### src/rtl/dmem_arbiter_pkg.sv
// Shared widths, grant-select encoding and request payload for the data-memory arbiter.
package dmem_arbiter_pkg;

    localparam int unsigned DMEM_ADDR_W = 7;
    localparam int unsigned DMEM_DATA_W = 32;
    localparam int unsigned STARVE_W    = 4;

    localparam logic [STARVE_W-1:0] STARVE_MAX = '1;

    typedef enum logic [1:0] {
        GNT_NONE = 2'd0,
        GNT_PIPE = 2'd1,
        GNT_DMA  = 2'd2
    } gnt_sel_e;

    // One requester's memory access, as muxed onto the memory side.
    typedef struct packed {
        logic                   write;
        logic [DMEM_ADDR_W-1:0] addr;
        logic [DMEM_DATA_W-1:0] wdata;
    } mem_req_t;

endpackage

### src/rtl/dmem_arbiter_if.sv
// Bus bundle between the MEM stage, the DMA/loader port, the data memory and the arbiter.
//   slave  : arbiter view (requests and memory read data in; stall/grant/read data/strobes out)
//   master : environment view (requesters and memory)
interface dmem_arbiter_if;
    import dmem_arbiter_pkg::*;

    logic                   PipeReq;
    logic                   PipeWrite;
    logic [DMEM_ADDR_W-1:0] PipeAddr;
    logic [DMEM_DATA_W-1:0] PipeWData;
    logic                   PipeStall;
    logic [DMEM_DATA_W-1:0] PipeRData;

    logic                   DmaReq;
    logic                   DmaWrite;
    logic [DMEM_ADDR_W-1:0] DmaAddr;
    logic [DMEM_DATA_W-1:0] DmaWData;
    logic                   DmaGnt;
    logic [DMEM_DATA_W-1:0] DmaRData;
    logic                   DmaRValid;

    logic [DMEM_ADDR_W-1:0] MemAddress;
    logic [DMEM_DATA_W-1:0] MemWriteData;
    logic                   MemRead;
    logic                   MemWrite;
    logic [DMEM_DATA_W-1:0] MemReadData;

    modport slave (
        input  PipeReq, PipeWrite, PipeAddr, PipeWData,
        input  DmaReq, DmaWrite, DmaAddr, DmaWData,
        input  MemReadData,
        output PipeStall, PipeRData,
        output DmaGnt, DmaRData, DmaRValid,
        output MemAddress, MemWriteData, MemRead, MemWrite
    );

    modport master (
        output PipeReq, PipeWrite, PipeAddr, PipeWData,
        output DmaReq, DmaWrite, DmaAddr, DmaWData,
        output MemReadData,
        input  PipeStall, PipeRData,
        input  DmaGnt, DmaRData, DmaRValid,
        input  MemAddress, MemWriteData, MemRead, MemWrite
    );

endinterface

### src/rtl/dmem_arbiter_starve_counter.sv
// Saturating counter of consecutive denied DMA cycles.
//   clk, rst : clock, synchronous active-high reset
//   inc      : count one more denied cycle (holds at max)
//   clr      : return to zero (wins over inc)
//   cnt      : current count
module dmem_arbiter_starve_counter
    import dmem_arbiter_pkg::*;
(
    input  logic                clk,
    input  logic                rst,
    input  logic                inc,
    input  logic                clr,
    output logic [STARVE_W-1:0] cnt
);

    always_ff @(posedge clk) begin
        if (rst || clr) begin
            cnt <= '0;
        end else if (inc && (cnt != STARVE_MAX)) begin
            cnt <= cnt + STARVE_W'(1);
        end
    end

endmodule

### src/rtl/dmem_arbiter.sv
// Two-port data-memory arbiter: MEM stage has priority, DMA is forced through after
// STARVE_LIMIT consecutive denied cycles. Grant and memory strobes are combinational;
// read data returns one cycle after a granted read.
//   Clk, Reset : clock, synchronous active-high reset
//   bus        : requester ports, memory port, stall/grant and registered read data
module dmem_arbiter
    import dmem_arbiter_pkg::*;
#(
    parameter int unsigned STARVE_LIMIT = 4
)
(
    input  logic           Clk,
    input  logic           Reset,
    dmem_arbiter_if.slave  bus
);

    localparam logic [STARVE_W-1:0] LIMIT = STARVE_W'(STARVE_LIMIT);

    logic [STARVE_W-1:0] starve_cnt;
    gnt_sel_e            gnt_sel;
    mem_req_t            pipe_req;
    mem_req_t            dma_req;
    mem_req_t            sel_req;
    logic                dma_gnt;
    logic                any_gnt;
    logic                dma_denied;

    always_comb begin
        pipe_req = '{write: bus.PipeWrite, addr: bus.PipeAddr, wdata: bus.PipeWData};
        dma_req  = '{write: bus.DmaWrite,  addr: bus.DmaAddr,  wdata: bus.DmaWData};
    end

    // Pipe wins unless DMA has been starved long enough; DMA takes any cycle the pipe leaves.
    always_comb begin
        gnt_sel = GNT_NONE;
        if (bus.PipeReq && (starve_cnt < LIMIT)) begin
            gnt_sel = GNT_PIPE;
        end else if (bus.DmaReq) begin
            gnt_sel = GNT_DMA;
        end
    end

    // Memory-side mux; idle cycles drive zeros.
    always_comb begin
        sel_req = '0;
        case (gnt_sel)
            GNT_PIPE: sel_req = pipe_req;
            GNT_DMA:  sel_req = dma_req;
            default:  sel_req = '0;
        endcase
    end

    assign dma_gnt    = (gnt_sel == GNT_DMA);
    assign any_gnt    = (gnt_sel != GNT_NONE);
    assign dma_denied = bus.DmaReq && !dma_gnt;

    assign bus.MemAddress   = sel_req.addr;
    assign bus.MemWriteData = sel_req.wdata;
    assign bus.MemRead      = any_gnt && !sel_req.write;
    assign bus.MemWrite     = any_gnt && sel_req.write;
    assign bus.DmaGnt       = dma_gnt;
    assign bus.PipeStall    = bus.PipeReq && dma_gnt;

    dmem_arbiter_starve_counter u_starve_counter (
        .clk (Clk),
        .rst (Reset),
        .inc (dma_denied),
        .clr (!dma_denied),
        .cnt (starve_cnt)
    );

    // Capture read data for whichever port read this cycle; other port holds.
    always_ff @(posedge Clk) begin
        if (Reset) begin
            bus.PipeRData <= '0;
            bus.DmaRData  <= '0;
            bus.DmaRValid <= 1'b0;
        end else begin
            bus.DmaRValid <= dma_gnt && !bus.DmaWrite;
            if ((gnt_sel == GNT_PIPE) && !bus.PipeWrite) begin
                bus.PipeRData <= bus.MemReadData;
            end
            if (dma_gnt && !bus.DmaWrite) begin
                bus.DmaRData <= bus.MemReadData;
            end
        end
    end

endmodule
### src/flat_wrapper.sv
// flat-port wrapper written by rule: the top's interface ports become plain ports
module dmem_arbiter_flat import dmem_arbiter_pkg::*;
#(
    parameter int unsigned STARVE_LIMIT = 4
)
  (Clk, Reset, bus_PipeReq, bus_PipeWrite, bus_PipeAddr, bus_PipeWData, bus_DmaReq, bus_DmaWrite, bus_DmaAddr, bus_DmaWData, bus_MemReadData, bus_PipeStall, bus_PipeRData, bus_DmaGnt, bus_DmaRData, bus_DmaRValid, bus_MemAddress, bus_MemWriteData, bus_MemRead, bus_MemWrite);
  dmem_arbiter_if bus_i ();
  input  logic Clk;
  input  logic Reset;
  input wire logic [$bits(bus_i.PipeReq)-1:0] bus_PipeReq;
  input wire logic [$bits(bus_i.PipeWrite)-1:0] bus_PipeWrite;
  input wire logic [$bits(bus_i.PipeAddr)-1:0] bus_PipeAddr;
  input wire logic [$bits(bus_i.PipeWData)-1:0] bus_PipeWData;
  input wire logic [$bits(bus_i.DmaReq)-1:0] bus_DmaReq;
  input wire logic [$bits(bus_i.DmaWrite)-1:0] bus_DmaWrite;
  input wire logic [$bits(bus_i.DmaAddr)-1:0] bus_DmaAddr;
  input wire logic [$bits(bus_i.DmaWData)-1:0] bus_DmaWData;
  input wire logic [$bits(bus_i.MemReadData)-1:0] bus_MemReadData;
  output wire logic [$bits(bus_i.PipeStall)-1:0] bus_PipeStall;
  output wire logic [$bits(bus_i.PipeRData)-1:0] bus_PipeRData;
  output wire logic [$bits(bus_i.DmaGnt)-1:0] bus_DmaGnt;
  output wire logic [$bits(bus_i.DmaRData)-1:0] bus_DmaRData;
  output wire logic [$bits(bus_i.DmaRValid)-1:0] bus_DmaRValid;
  output wire logic [$bits(bus_i.MemAddress)-1:0] bus_MemAddress;
  output wire logic [$bits(bus_i.MemWriteData)-1:0] bus_MemWriteData;
  output wire logic [$bits(bus_i.MemRead)-1:0] bus_MemRead;
  output wire logic [$bits(bus_i.MemWrite)-1:0] bus_MemWrite;
  assign bus_i.PipeReq = bus_PipeReq;
  assign bus_i.PipeWrite = bus_PipeWrite;
  assign bus_i.PipeAddr = bus_PipeAddr;
  assign bus_i.PipeWData = bus_PipeWData;
  assign bus_i.DmaReq = bus_DmaReq;
  assign bus_i.DmaWrite = bus_DmaWrite;
  assign bus_i.DmaAddr = bus_DmaAddr;
  assign bus_i.DmaWData = bus_DmaWData;
  assign bus_i.MemReadData = bus_MemReadData;
  assign bus_PipeStall = bus_i.PipeStall;
  assign bus_PipeRData = bus_i.PipeRData;
  assign bus_DmaGnt = bus_i.DmaGnt;
  assign bus_DmaRData = bus_i.DmaRData;
  assign bus_DmaRValid = bus_i.DmaRValid;
  assign bus_MemAddress = bus_i.MemAddress;
  assign bus_MemWriteData = bus_i.MemWriteData;
  assign bus_MemRead = bus_i.MemRead;
  assign bus_MemWrite = bus_i.MemWrite;
  dmem_arbiter #(.STARVE_LIMIT(STARVE_LIMIT)) u_core (.Clk(Clk), .Reset(Reset), .bus(bus_i));
endmodule
### config.mk
export PLATFORM = sky130hd
export DESIGN_NAME = dmem_arbiter_flat
export DESIGN_NICKNAME = d
export VERILOG_FILES = /design/src/rtl/dmem_arbiter_pkg.sv /design/src/rtl/dmem_arbiter_if.sv /design/src/rtl/dmem_arbiter_starve_counter.sv /design/src/rtl/dmem_arbiter.sv /design/src/flat_wrapper.sv
export SDC_FILE = /design/constraint.sdc
export NUM_CORES = 1
export LEC_CHECK = 0
export BUFFER_PORTS_ARGS = -buffer_cell sky130_fd_sc_hd__buf_2
export CORE_ASPECT_RATIO = 0.7
export CORE_MARGIN = 2
export CORE_UTILIZATION = 42
export DETAILED_ROUTE_END_ITERATION = 8
export GPL_TIMING_DRIVEN = 0
export PLACE_DENSITY = 0.8
export SLEW_MARGIN = 25
export SYNTH_ARGS = -nofsm -noshare
export SYNTH_HDL_FRONTEND = slang
export SYNTH_HIERARCHICAL = 1
export SYNTH_SLANG_ARGS = --single-unit
### constraint.sdc
create_clock -name Clk -period 2.3 [get_ports Clk]
set_input_delay 0.345 -clock Clk [delete_from_list [all_inputs] [get_ports Clk]]
set_output_delay 0.345 -clock Clk [all_outputs]
set_load 0.05 [all_outputs]
### Word level (Yosys, flattened, before mapping)

Index checks and enable logic that the tools add are counted.

| word-level totals | value |
|---|---|
| flip-flop bits (word level) | 69 |
| latch bits | 0 |
| RAM bits | 0 |
| bits in read-only memories | 0 |
| input bits | 116 |
| output and inout port bits | 108 |
| word-level logic and storage cells | 27 |
| memories | 0 |

| operators by class | value |
|---|---|
| add/sub/neg operators | 1 |
| multiply operators | 0 |
| divide/modulo/power cells | 0 |
| magnitude comparators | 1 |
| equal/unequal tests | 3 |
| shifts and indexed selects | 0 |
| mux-type cells | 3 |
| bitwise logic cells | 0 |
| reduce and logical (&&, ||, !) cells | 15 |

Operator list:

| operator | number |
|---|---|
| $pmux W40 S2 | 1 |
| $logic_and A1 B1 Y1 | 8 |
| $logic_not A1 Y1 | 5 |
| $add A4 B1 Y4 const B | 1 |
| $lt A4 B3 Y1 const B | 1 |
| $mux W2 | 2 |
| $ne A4 B4 Y1 const B | 1 |
| $eq A2 B1 Y1 const B | 1 |
| $eq A2 B2 Y1 const B | 1 |
| $reduce_bool A2 Y1 | 1 |
| $logic_or A1 B1 Y1 | 1 |

### Depth between registers and ports, before layout

Gate-level depths: netlist (run 1).

| depth | value |
|---|---|
| word-level depth | 8 |
| mapped depth | 8 |
| depth with buffers taken out | 6 |

### Modules after synthesis

The synthesis (run 1) kept the hierarchy.

Modules (own cells, without submodules):

| module | times used | cells an instance | area each (sq um) | sequential area each (sq um) |
|---|---|---|---|---|
| dmem_arbiter | 1 | 422 | 3,169.3 | 1,301.2 |
| dmem_arbiter_starve_counter | 1 | 21 | 210.2 | 80.1 |

### Least setup slack after synthesis (run 1)

OpenSTA, ideal clock, no wires.

| path | value |
|---|---|
| kind | input to output |
| start | input port bus_DmaReq |
| end | output port bus_MemWriteData[13] |
| arrival time | 1.971 ns |
| required time | 1.955 ns |
| slack | -0.016 ns |
| cell stages on the path | 4 |
| path buffers | 2 |
| path through | clkbuf_1 clkbuf_1 nand2_1 o21ai_0 |

| on the way | value |
|---|---|
| cells in the longest elaborated chain, start to end | 4 |
| elaborated cells between the ends (all ways) | 5 |
| classes of those cells | eq/ne (2); mux (3) |

RTL lines:

| what | RTL line | RTL |
|---|---|---|
| start: declaration | flat_wrapper.sv:14 | `input wire logic [$bits(bus_i.DmaReq)-1:0] bus_DmaReq;` |
| $mux W2 * | dmem_arbiter.sv:38 | `end else if (bus.DmaReq) begin` |
| $mux W2 * | dmem_arbiter.sv:36 | `if (bus.PipeReq && (starve_cnt < LIMIT)) begin` |
| $eq A2 B2 Y1 or $eq A2 B1 Y1 (tied branches) | dmem_arbiter.sv:46 | `case (gnt_sel)` |
| $pmux W40 S2 * | dmem_arbiter.sv:46 |  |
| end: declaration | flat_wrapper.sv:25 | `output wire logic [$bits(bus_i.MemWriteData)-1:0] bus_MemWriteData;` |

Mark *: on every way between the ends. The rest lies on a longest branch, timed or not.

### Final worst setup path (run 1)

| path | value |
|---|---|
| start | register u_core.u_starve_counter.cnt[2] |
| end | output port bus_MemWriteData[17] |

| on the way | value |
|---|---|
| cells in the longest elaborated chain, start to end | 5 |
| elaborated cells between the ends (all ways) | 6 |
| classes of those cells | order compare (1); eq/ne (2); mux (2); reduce/logical (1) |

RTL lines:

| what | RTL line | RTL |
|---|---|---|
| start: declaration | dmem_arbiter_starve_counter.sv:13 | `output logic [STARVE_W-1:0] cnt` |
| start signal: assignment | dmem_arbiter_starve_counter.sv:20 | `cnt <= cnt + STARVE_W'(1);` |
| $lt A4 B3 Y1 * | dmem_arbiter.sv:36 |  |
| $logic_and A1 B1 Y1 * | dmem_arbiter.sv:36 |  |
| $mux W2 * | dmem_arbiter.sv:36 |  |
| $eq A2 B2 Y1 or $eq A2 B1 Y1 (tied branches) | dmem_arbiter.sv:46 |  |
| $pmux W40 S2 * | dmem_arbiter.sv:46 |  |

Marked as above.

==> metrics.cfg, run 1 <==
[final_layout]
layout.nets=792
drive_gt1_share_pct=38.4
syn2layout_area_growth_pct=46.2
fill_cells=707
fin_util_pct=63.1

[timing]
final.period_utilization_pct=96.2
layout_setup_ws_ns=0.0873
hold_viol_final=0
max_freq_mhz=452
worst_slew_pin_slew_ns=0.499
setup_tns_ns=0
skew_ns=0.00313
rsz0062_at_grt=false
slew_headroom_pct=66.7
slew_violations=0
finalCriticalPeriod_ns=2.21
setup_viol=0

[placement]
dp_worst_setup_slack_ns=0.00627
gp_congestion=0.914
dp_hpwl_mm=9.22
port_buffers=222

[routing]
vias_per_cell=4.86
wl_per_cell_um=14.7
firstDrtPassIters=5
drt-initial-drc-count=173
routed_wl_mm=11.5
vias=3799
drc=0
ant_nets=0

[cts]
cts_max_level=3
ctsHoldBuffers=0
cts.clk_slew.worst_paths_ns=0.05
cts_buffers=9
cts.sink_count=69
clock_path_buffers=2
cts_root_buffer=clkbuf_16
cts_tree=yes
clock_latency_ns=0.32

[critical_path]
crit_required_ns=1.96
crit_type=flip-flop to output pin
endpoint_kind=output pin
cp_max_fo=10
setup.worst_path.start_class=flip-flop
cp.arrival_ns=1.87

[run]
drv_cap=0

[logic_synthesis]
yosysMostFrequentCell=nand2_1
avgSynthCellArea_um2=7.63
ys.flop_type=dfxtp_1
synth_edf_count=0
synthesis.nets=560
synth_common_cells=nand2_1 (148), dfxtp_1 (69), nand2b_1 (64)
async_reset_ff_share_pct=0
synth.area.top_cells=dfxtp_1 (41%), nand2_1 (16%), nand2b_1 (12%), mux2i_1 (10%), o21ai_0 (5.8%)
yosysWarnings=6
synth_area_um2=3380
yosysUniqueCellTypes=27
synth_seq_area_share_pct=40.9
ys_ff_latch=69
synthCells=443
synth_top_cell_by_area=dfxtp_1
synth_top_area_share_pct=40.9

[global_route]
grt_max_degree=12
grtUsageTotal_pct=26.0
grt_pass1_wl_mm=18.1
antenna_found_initial=1
grt_pass1_vias=3708
grt-ovfl-total=0

[power]
p_int_w=0.00235
p_clk_share_pct=38.6
irDropWorstVdd_mv=0.563
finalPower_w=0.00346
switchingPower_w=0.00111
seq_power_share_pct=36.6
power.density_nw_per_um2=699
netSwitchingFraction_pct=32.0
leakagePower_nw=2.48
share_comb_of_total_power_pct=24.8

[floorplan]
core.rowCount=27
die_area_um2=8790
design.core.area_um2=7840
ioPinCount=224
die_y_um=79.1
start_util_pct=43.1
die_w_um=111

[worst_hold_path]
hp-class=primary input to flip-flop

[run_status]
status=completed

## registers in the layout, indices dropped and copies added, names as in the netlist
register	flops
u_core/bus.DmaRValid	1
u_core/u_starve_counter/cnt	4
u_core/bus.PipeRData	32
u_core/bus.DmaRData	32
## through the flow
stage	hold slack, ns	cell area (um^2)	instances
after floorplan	0.443	3380	443
after global placement	0.441	4620	766
after detailed placement	0.446	4620	766
after CTS	0.261	4930	781
after global routing	0.269	4940	782
final	0.269	4940	782
## critical path, cell delays in order (launching register included)
cell	delay, ns
dfxtp_2	0.37
nor3b_2	0.24
buf_6	0.17
clkbuf_2	0.26
nand2_1	0.09
o21ai_1	0.14
clkbuf_4	0.28
## power groups by stage
stage          Sequential, W  Clock [W]  Combinational, W
2_1_floorplan        0.00145          0          0.000418
3_3_place_gp         0.00129          0          0.000831
3_5_place_dp         0.00129          0          0.000846
4_1_cts              0.00127    0.00136          0.000852
5_1_grt              0.00127    0.00142          0.000908
6_report             0.00127    0.00133          0.000857
## layout make-up
| type | instances | area [um^2] | area share, % |
|---|---|---|---|
| Clock inverter | 5 | 50.0 | 1.01 |
| Clock buffer | 11 | 243 | 4.91 |
| Antenna cell | 1 | 2.50 | 0.0506 |
| Timing Repair Buffer | 222 | 1120 | 22.7 |
| Sequential cell | 69 | 1380 | 28.0 |
| Buffer | 34 | 171 | 3.47 |
| Tap cell | 101 | 126 | 2.56 |
| Multi-Input combinational cell | 338 | 1840 | 37.2 |
| Inverter | 1 | 3.75 | 0.0759 |
## routing by layer
| layer | track usage, % | part of all wire (%) |
|---|---|---|
| met1 | 33.7 | 45 |
| met2 | 42.0 | 46 |
| met3 | 7.63 | 7.6 |
| met4 | 8.15 | 1.5 |
| met5 | 0 | 0 |
## logic make-up after synthesis
logic type | share of synthesized area (%)
and+or+nand+nor | 31.9
AOI/OAI and AO/OA | 11.7
DFF | 40.9
buffers and inverters | 5.11
muxes | 10.1
adders and majority gates | 0.370
## timing repair
item / 4_1_cts / 5_1_grt
gates cloned: 0 / 0
endpoints found under the hold margin: 0 / 0
setup endpoints to repair: 15 / 25
resized for setup: 8 / 6
buffers inserted: 0 / 0
## worst paths after layout
| path | from | end | slack [ns] | cells past startpoint |
|---|---|---|---|---|
| hold reg to reg | u_core/bus.PipeRData[7]$_SDFFE_PP0P_ | u_core/bus.PipeRData[7]$_SDFFE_PP0P_ | 0.46 | 2 |
| hold / removal | bus_MemReadData[7] | u_core/bus.PipeRData[7]$_SDFFE_PP0P_ | 0.27 | 3 |
| setup reg to reg | u_core/u_starve_counter/cnt[2]$_SDFFE_PP0P_ | u_core/u_starve_counter/cnt[3]$_SDFFE_PP0P_ | 0.28 | 8 |
| setup / recovery | u_core/u_starve_counter/cnt[2]$_SDFFE_PP0P_ | bus_MemWriteData[17] | 0.09 | 6 |
## cell usage in the layout, fill, tap and decap left out, drive strengths merged
cell      n
clkinv    4
diode     1
nor3b     2
nor2      4
bufinv    1
and3      1
o41ai     1
ha        1
or3       1
mux2i    34
dfxtp    69
or4b      1
o21ai    39
inv       1
o211ai    1
nand2b   65
nand4     1
a21oi    34
and2      1
nand2   148
nor2b     1
buf     229
or3b      1
clkbuf   38
nand4b    1
nor4b     1
Power figures use the tool's default switching activity.
==> inputs of run 2 (changes only) <==
- CORE_ASPECT_RATIO: 0.7 -> not set
==> metrics.cfg, run 2 (synthesis gave the netlist of run 1 again) <==
[power]
netSwitchingFraction_pct=34.4  ; +2.4 points
share_comb_of_total_power_pct=26.8  ; +2.0 points
power.density_nw_per_um2=651  ; -6.9%
seq_power_share_pct=39.9  ; +3.3 points
switchingPower_w=0.00109  ; -1.5%
p_int_w=0.00208  ; -11%
leakagePower_nw=2.45  ; -1.5%
p_clk_share_pct=33.4  ; -5.2 points
irDropWorstVdd_mv=0.269  ; -52%

[cts]
cts_setup_buffers=0  ; unchanged
cts_max_level=3  ; unchanged
cts_buffers=9  ; unchanged
clock_latency_ns=0.34  ; +0.02 ns
cts.sink_count=69  ; unchanged
cts_root_buffer=clkbuf_8
cts_tree=yes
cts.clk_slew.worst_paths_ns=0.08  ; +0.03 ns
clock_path_buffers=2  ; unchanged

[placement]
gp_congestion=0.959  ; +4.9%
dp_worst_setup_slack_ns=0.155  ; +0.149 ns
dp_hpwl_mm=8.63  ; -6.4%
port_buffers=222  ; unchanged

[timing]
hold_viol_final=0  ; unchanged
worst_slew_pin_slew_ns=0.486  ; -0.0128 ns
layout_setup_ws_ns=0.163  ; +0.0758 ns
max_freq_mhz=468  ; +3.5%
slew_headroom_pct=67.6  ; +0.85 points
skew_ns=0.00764  ; +0.00451 ns
slew_violations=0  ; unchanged
setup_viol=0  ; unchanged
rsz0062_at_grt=false
final.period_utilization_pct=92.9  ; -3.3 points
setup_tns_ns=0  ; unchanged
finalCriticalPeriod_ns=2.14  ; -0.0758 ns
hold_ws_ns=0.251  ; -0.0179 ns

[floorplan]
die_w_um=93.7  ; -16%
die_y_um=93.7  ; +19%
design.core.area_um2=7770  ; -0.89%
ioPinCount=224  ; unchanged
core.rowCount=32  ; +19%
start_util_pct=43.5  ; +0.39 points
die_area_um2=8780  ; -0.13%

[routing]
wl_per_cell_um=14.2  ; -3.5%
vias=3803  ; +0.11%
drt-initial-drc-count=183  ; +5.8%
drc=0  ; unchanged
firstDrtPassIters=5  ; unchanged
ant_nets=0  ; unchanged
routed_wl_mm=11.1  ; -3.3%
vias_per_cell=4.85  ; -0.15%

[final_layout]
syn2layout_area_growth_pct=44.1
reg_top3=u_core/bus.DmaRData: 32 flops, u_core/bus.PipeRData: 32 flops, u_core/u_starve_counter/cnt: 4 flops
final_common_cell=buf_2
fill_cells=680  ; -3.8%
drive_gt1_share_pct=38.7  ; +0.29 points
fin_util_pct=62.7  ; -0.37 points
mostFrequentLayoutCells=buf_2 (225), nand2_1 (148), dfxtp_1 (67)
layout.nets=792  ; unchanged

[critical_path]
critPathBufInv=3  ; unchanged
crit_slowest_cell=dfxtp_2
cp.arrival_ns=1.79  ; -0.08 ns
crit_type=flip-flop to output pin
crit_chain=nor3b_2 -> buf_6 -> clkbuf_2 -> nand2_1 -> o21ai_1 -> clkbuf_4
crit_required_ns=1.96  ; about the same
slowest_delay_ns=0.37  ; about the same
endpoint_kind=output pin
setup.worst_path.start_class=flip-flop
critPathTopFamily=buffers and inverters
cp_max_fo=10  ; unchanged

[run_status]
status=completed

[global_route]
antenna_found_initial=3  ; +2
grt_pass1_vias=3575  ; -3.6%
grt_pass1_wl_mm=17.1  ; -5.3%
grt_max_degree=13  ; +1
grtUsageTotal_pct=24.5  ; -1.5 points
grt-ovfl-total=0  ; unchanged

[run]
drv_cap=0  ; unchanged

[worst_hold_path]
hp-class=primary input to flip-flop

==> run 2: changes by cell type in the layout (fill, tap and decap cells not counted), moves of 2 or more <==
| cell | before | now |
|---|---|---|
| clkinv_4 | 0 | 2 |
| clkbuf_1 | 19 | 17 |
| clkbuf_8 | 1 | 12 |
| clkbuf_16 | 9 | 0 |
| buf_2 | 223 | 225 |
| clkinv_2 | 4 | 0 |
| clkbuf_4 | 4 | 1 |
==> run 2: final cells by class <==
cell class                 instances  area, um^2  area share, %
multi-input combinational        338        1840           37.7
inverter                           1        3.75         0.0771
timing repair buffer             222        1120           22.9
clock inverter                     4        55.1           1.13
antenna                            2        5.00          0.103
buffer                            34         175           3.60
tap                              102         128           2.62
sequential                        69        1380           28.4
clock buffer                      12         165           3.39
==> run 2: worst paths after layout <==
path | from | endpoint | slack [ns] | cells past startpoint
max | u_core/u_starve_counter/cnt[2]$_SDFFE_PP0P_ | bus_MemWriteData[18] | 0.16 | 6
min | bus_MemReadData[17] | u_core/bus.PipeRData[17]$_SDFFE_PP0P_ | 0.25 | 3
max reg2reg | u_core/u_starve_counter/cnt[2]$_SDFFE_PP0P_ | u_core/u_starve_counter/cnt[3]$_SDFFE_PP0P_ | 0.40 | 8
min reg2reg | u_core/bus.PipeRData[3]$_SDFFE_PP0P_ | u_core/bus.PipeRData[3]$_SDFFE_PP0P_ | 0.45 | 2
==> run 2: routing by layer <==
layer / GRT usage [%] / routed length [um] / vias up
met2: 40.1 / 5230 / 160
met5: 0 / 24 / -
li1: - / - / 1901
met3: 6.58 / 1000 / 12
met1: 32.0 / 4770 / 1726
met4: 6.16 / 97 / 4
==> run 2: what timing repair did <==
item,CTS,global route
resized for setup,8,6
setup endpoints to repair,12,15
pin swaps,0,0
hold buffers,0,0
==> run 2: metrics by stage <==
step	cells	power (W)	instance area (um^2)
after detailed placement	767	0.00213	4620
after CTS	783	0.00319	4860
after floorplan	443	0.00187	3380
after global routing	782	0.00329	4860
final	784	0.00317	4870
after global placement	767	0.00211	4620
==> run 2: worst register-to-register path, cell delays in order (launching register included) <==
cell and delay (ns):
dfxtp_2 0.37, nor3b_2 0.23, buf_6 0.16, clkbuf_2 0.22, nand2_1 0.15, inv_1 0.21
nand4_1 0.18, o211ai_2 0.18, o41ai_2 0.09
==> run 2: power groups by stage <==
stage / clock network [W] / logic [W] / registers, W
2_1_floorplan: 0 / 0.000418 / 0.00145
3_3_place_gp: 0 / 0.000823 / 0.00129
3_5_place_dp: 0 / 0.000837 / 0.00129
4_1_cts: 0.00108 / 0.000844 / 0.00126
5_1_grt: 0.00112 / 0.000900 / 0.00127
6_report: 0.00106 / 0.000848 / 0.00126
==> inputs of run 3 (changes only) <==
- CORE_UTILIZATION: 42 -> 45
- PLACE_DENSITY: 0.8 -> 0.85
- clock period: 2.3 -> 2.5 ns (I/O delays scaled with it)
==> metrics.cfg, run 3 (synthesis gave the netlist of run 1 again) <==
[final_layout]
drive_gt1_share_pct=37.6  ; -1.1 points
syn2layout_area_growth_pct=42.8
layout.nets=792  ; unchanged
fin_util_pct=66.5  ; +3.8 points
reg_top3=u_core/bus.DmaRData: 32 flops, u_core/bus.PipeRData: 32 flops, u_core/u_starve_counter/cnt: 4 flops
fill_cells=636  ; -6.5%
diodes=0  ; -2
final_common_cell=buf_2
mostFrequentLayoutCells=buf_2 (228), nand2_1 (148), dfxtp_1 (69)

[cts]
cts_root_buffer=clkbuf_8
cts_buffers=9  ; unchanged
cts_setup_buffers=0  ; unchanged
cts.clk_slew.worst_paths_ns=0.08  ; about the same
cts_tree=yes
ctsHoldBuffers=0  ; unchanged
clock_path_buffers=2  ; unchanged
clock_latency_ns=0.33  ; about the same
cts_max_level=3  ; unchanged
cts.sink_count=69  ; unchanged

[timing]
setup_tns_ns=0  ; unchanged
hold_viol_final=0  ; unchanged
finalCriticalPeriod_ns=2.41
slew_violations=0  ; unchanged
final.period_utilization_pct=96.4
slew_headroom_pct=57.4  ; -10 points
max_freq_mhz=415
skew_ns=0.00952  ; +0.00188 ns
rsz0062_at_grt=false
worst_slew_pin_slew_ns=0.638  ; +0.152 ns
setup_viol=0  ; unchanged

[global_route]
grt_pass1_vias=3635  ; +1.7%
antenna_found_initial=1  ; -2
grtUsageTotal_pct=25.8  ; +1.4 points
grt_pass1_wl_mm=17.3  ; +1.1%
grt_max_degree=12  ; -1
grt-ovfl-total=0  ; unchanged

[critical_path]
endpoint_kind=output pin
cp_max_fo=10  ; unchanged
crit_slowest_cell=or4b_1
cp.arrival_ns=2.03  ; +0.24 ns
cp-startpoint=u_core/u_starve_counter/cnt[2]$_SDFFE_PP0P_
cpMostUsedCell=buf_2
slowest_delay_ns=0.56  ; +0.19 ns
crit_required_ns=2.12  ; +0.16 ns
crit_type=flip-flop to output pin
crit_chain=or4b_1 -> clkbuf_1 -> buf_2 -> nand2_1 -> buf_2
setup.worst_path.start_class=flip-flop
r2r_cells=7  ; -1
endpoint=bus_MemRead
cp.depth=5  ; -1
r2r-start=u_core/u_starve_counter/cnt[2]$_SDFFE_PP0P_
r2r_slack_ns=0.74  ; +0.34 ns
critPathBufInv=3  ; unchanged
r2r-end=u_core/u_starve_counter/cnt[3]$_SDFFE_PP0P_
critPathTopFamily=buffers and inverters

[worst_hold_path]
hp-start=bus_MemReadData[13]
hp-class=primary input to flip-flop

[power]
power.density_nw_per_um2=604  ; -7.2%
leakagePower_nw=2.43  ; -0.78%
irDropWorstVdd_mv=0.280  ; +4.4%
finalPower_w=0.00291  ; -8.0%

[routing]
vias_per_cell=4.97  ; +2.4%
drt-initial-drc-count=205  ; +12%
wl_per_cell_um=14.1  ; -0.80%
routed_wl_mm=10.9  ; -1.7%
firstDrtPassIters=5  ; unchanged
ant_nets=0  ; unchanged
vias=3859  ; +1.5%
drc=0  ; unchanged

[floorplan]
die_y_um=90.7  ; -3.2%
die_w_um=90.7  ; -3.2%
ioPinCount=224  ; unchanged
die_area_um2=8220  ; -6.4%
start_util_pct=46.6  ; +3.1 points
design.core.area_um2=7250  ; -6.6%
core.rowCount=31  ; -3.1%

[run_status]
status=completed

[placement]
gp_congestion=0.929  ; -3.1%
dp_hpwl_mm=8.53  ; -1.1%
port_buffers=222  ; unchanged

[run]
drv_cap=0  ; unchanged

==> run 3: cell types whose count changed in the layout (fill, tap and decap cells not counted), sizes merged <==
cell and delta:
clkinvlp -1, diode -2, clkbuf -3, buf +1, bufinv +1
==> run 3: area by class of cell <==
type | count | area, um^2 | share of cell area [%]
clock inverter | 4 | 73.8 | 1.53
inverter | 1 | 3.75 | 0.0778
timing repair buffer | 222 | 1110 | 23.0
sequential | 69 | 1380 | 28.6
tap | 99 | 124 | 2.57
buffer | 34 | 169 | 3.50
clock buffer | 10 | 138 | 2.85
multi-input combinational | 338 | 1830 | 37.8
==> run 3: worst min-delay path by stage <==
stage	to	slack (ns)	cells after the start
after floorplan	u_core/u_starve_counter/cnt[1]$_SDFFE_PP0P_	0.46	2
after global placement	u_core/bus.PipeRData[0]$_SDFFE_PP0P_	0.44	2
after detailed placement	u_core/bus.PipeRData[30]$_SDFFE_PP0P_	0.45	2
after CTS	u_core/bus.PipeRData[13]$_SDFFE_PP0P_	0.28	3
after global routing	u_core/bus.PipeRData[18]$_SDFFE_PP0P_	0.28	3
final	u_core/bus.PipeRData[13]$_SDFFE_PP0P_	0.29	3
==> run 3: metal layers <==
layer	part of all wire, %	up-vias	GRT usage, %
met1	43	1777	34.1
met3	7.1	16	4.34
met5	0.12	-	0
li1	-	1898	-
met2	49	166	43.0
met4	1.2	2	8.21
==> run 3: where the power goes <==
group / internal [W] / switching [W] / total [W]
registers: 0.00114 / 0.0000207 / 0.00116
logic: 0.000219 / 0.000552 / 0.000770
clock network: 0.000578 / 0.000403 / 0.000982
==> run 3: worst register-to-register path: cells and delay by family (launching register included) <==
| family | cells | cell delay (ns) |
|---|---|---|
| AND/OR/NAND/NOR | 3 | 0.56 |
| AO/OA/AOI/OAI | 2 | 0.28 |
| flip-flops | 1 | 0.38 |
| buffers and inverters | 2 | 0.41 |
==> run 3: what timing repair did <==
action                                  4_1_cts  5_1_grt
endpoints found under the setup margin        0       16
resized for setup                             0        6
endpoints found under the hold margin         0        0
==> run 3: through the flow <==
| stage | cell area [um^2] | hold slack, ns | instances | setup WS, ns |
|---|---|---|---|---|
| 3_3_place_gp | 4610 | 0.438 | 764 | 0.374 |
| 2_1_floorplan | 3380 | 0.455 | 443 | 0.124 |
| 4_1_cts | 4830 | 0.276 | 778 | 0.0602 |
| 6_report | 4830 | 0.293 | 777 | 0.0909 |
| 5_1_grt | 4830 | 0.284 | 777 | 0.00622 |
| 3_5_place_dp | 4610 | 0.446 | 764 | 0.296 |
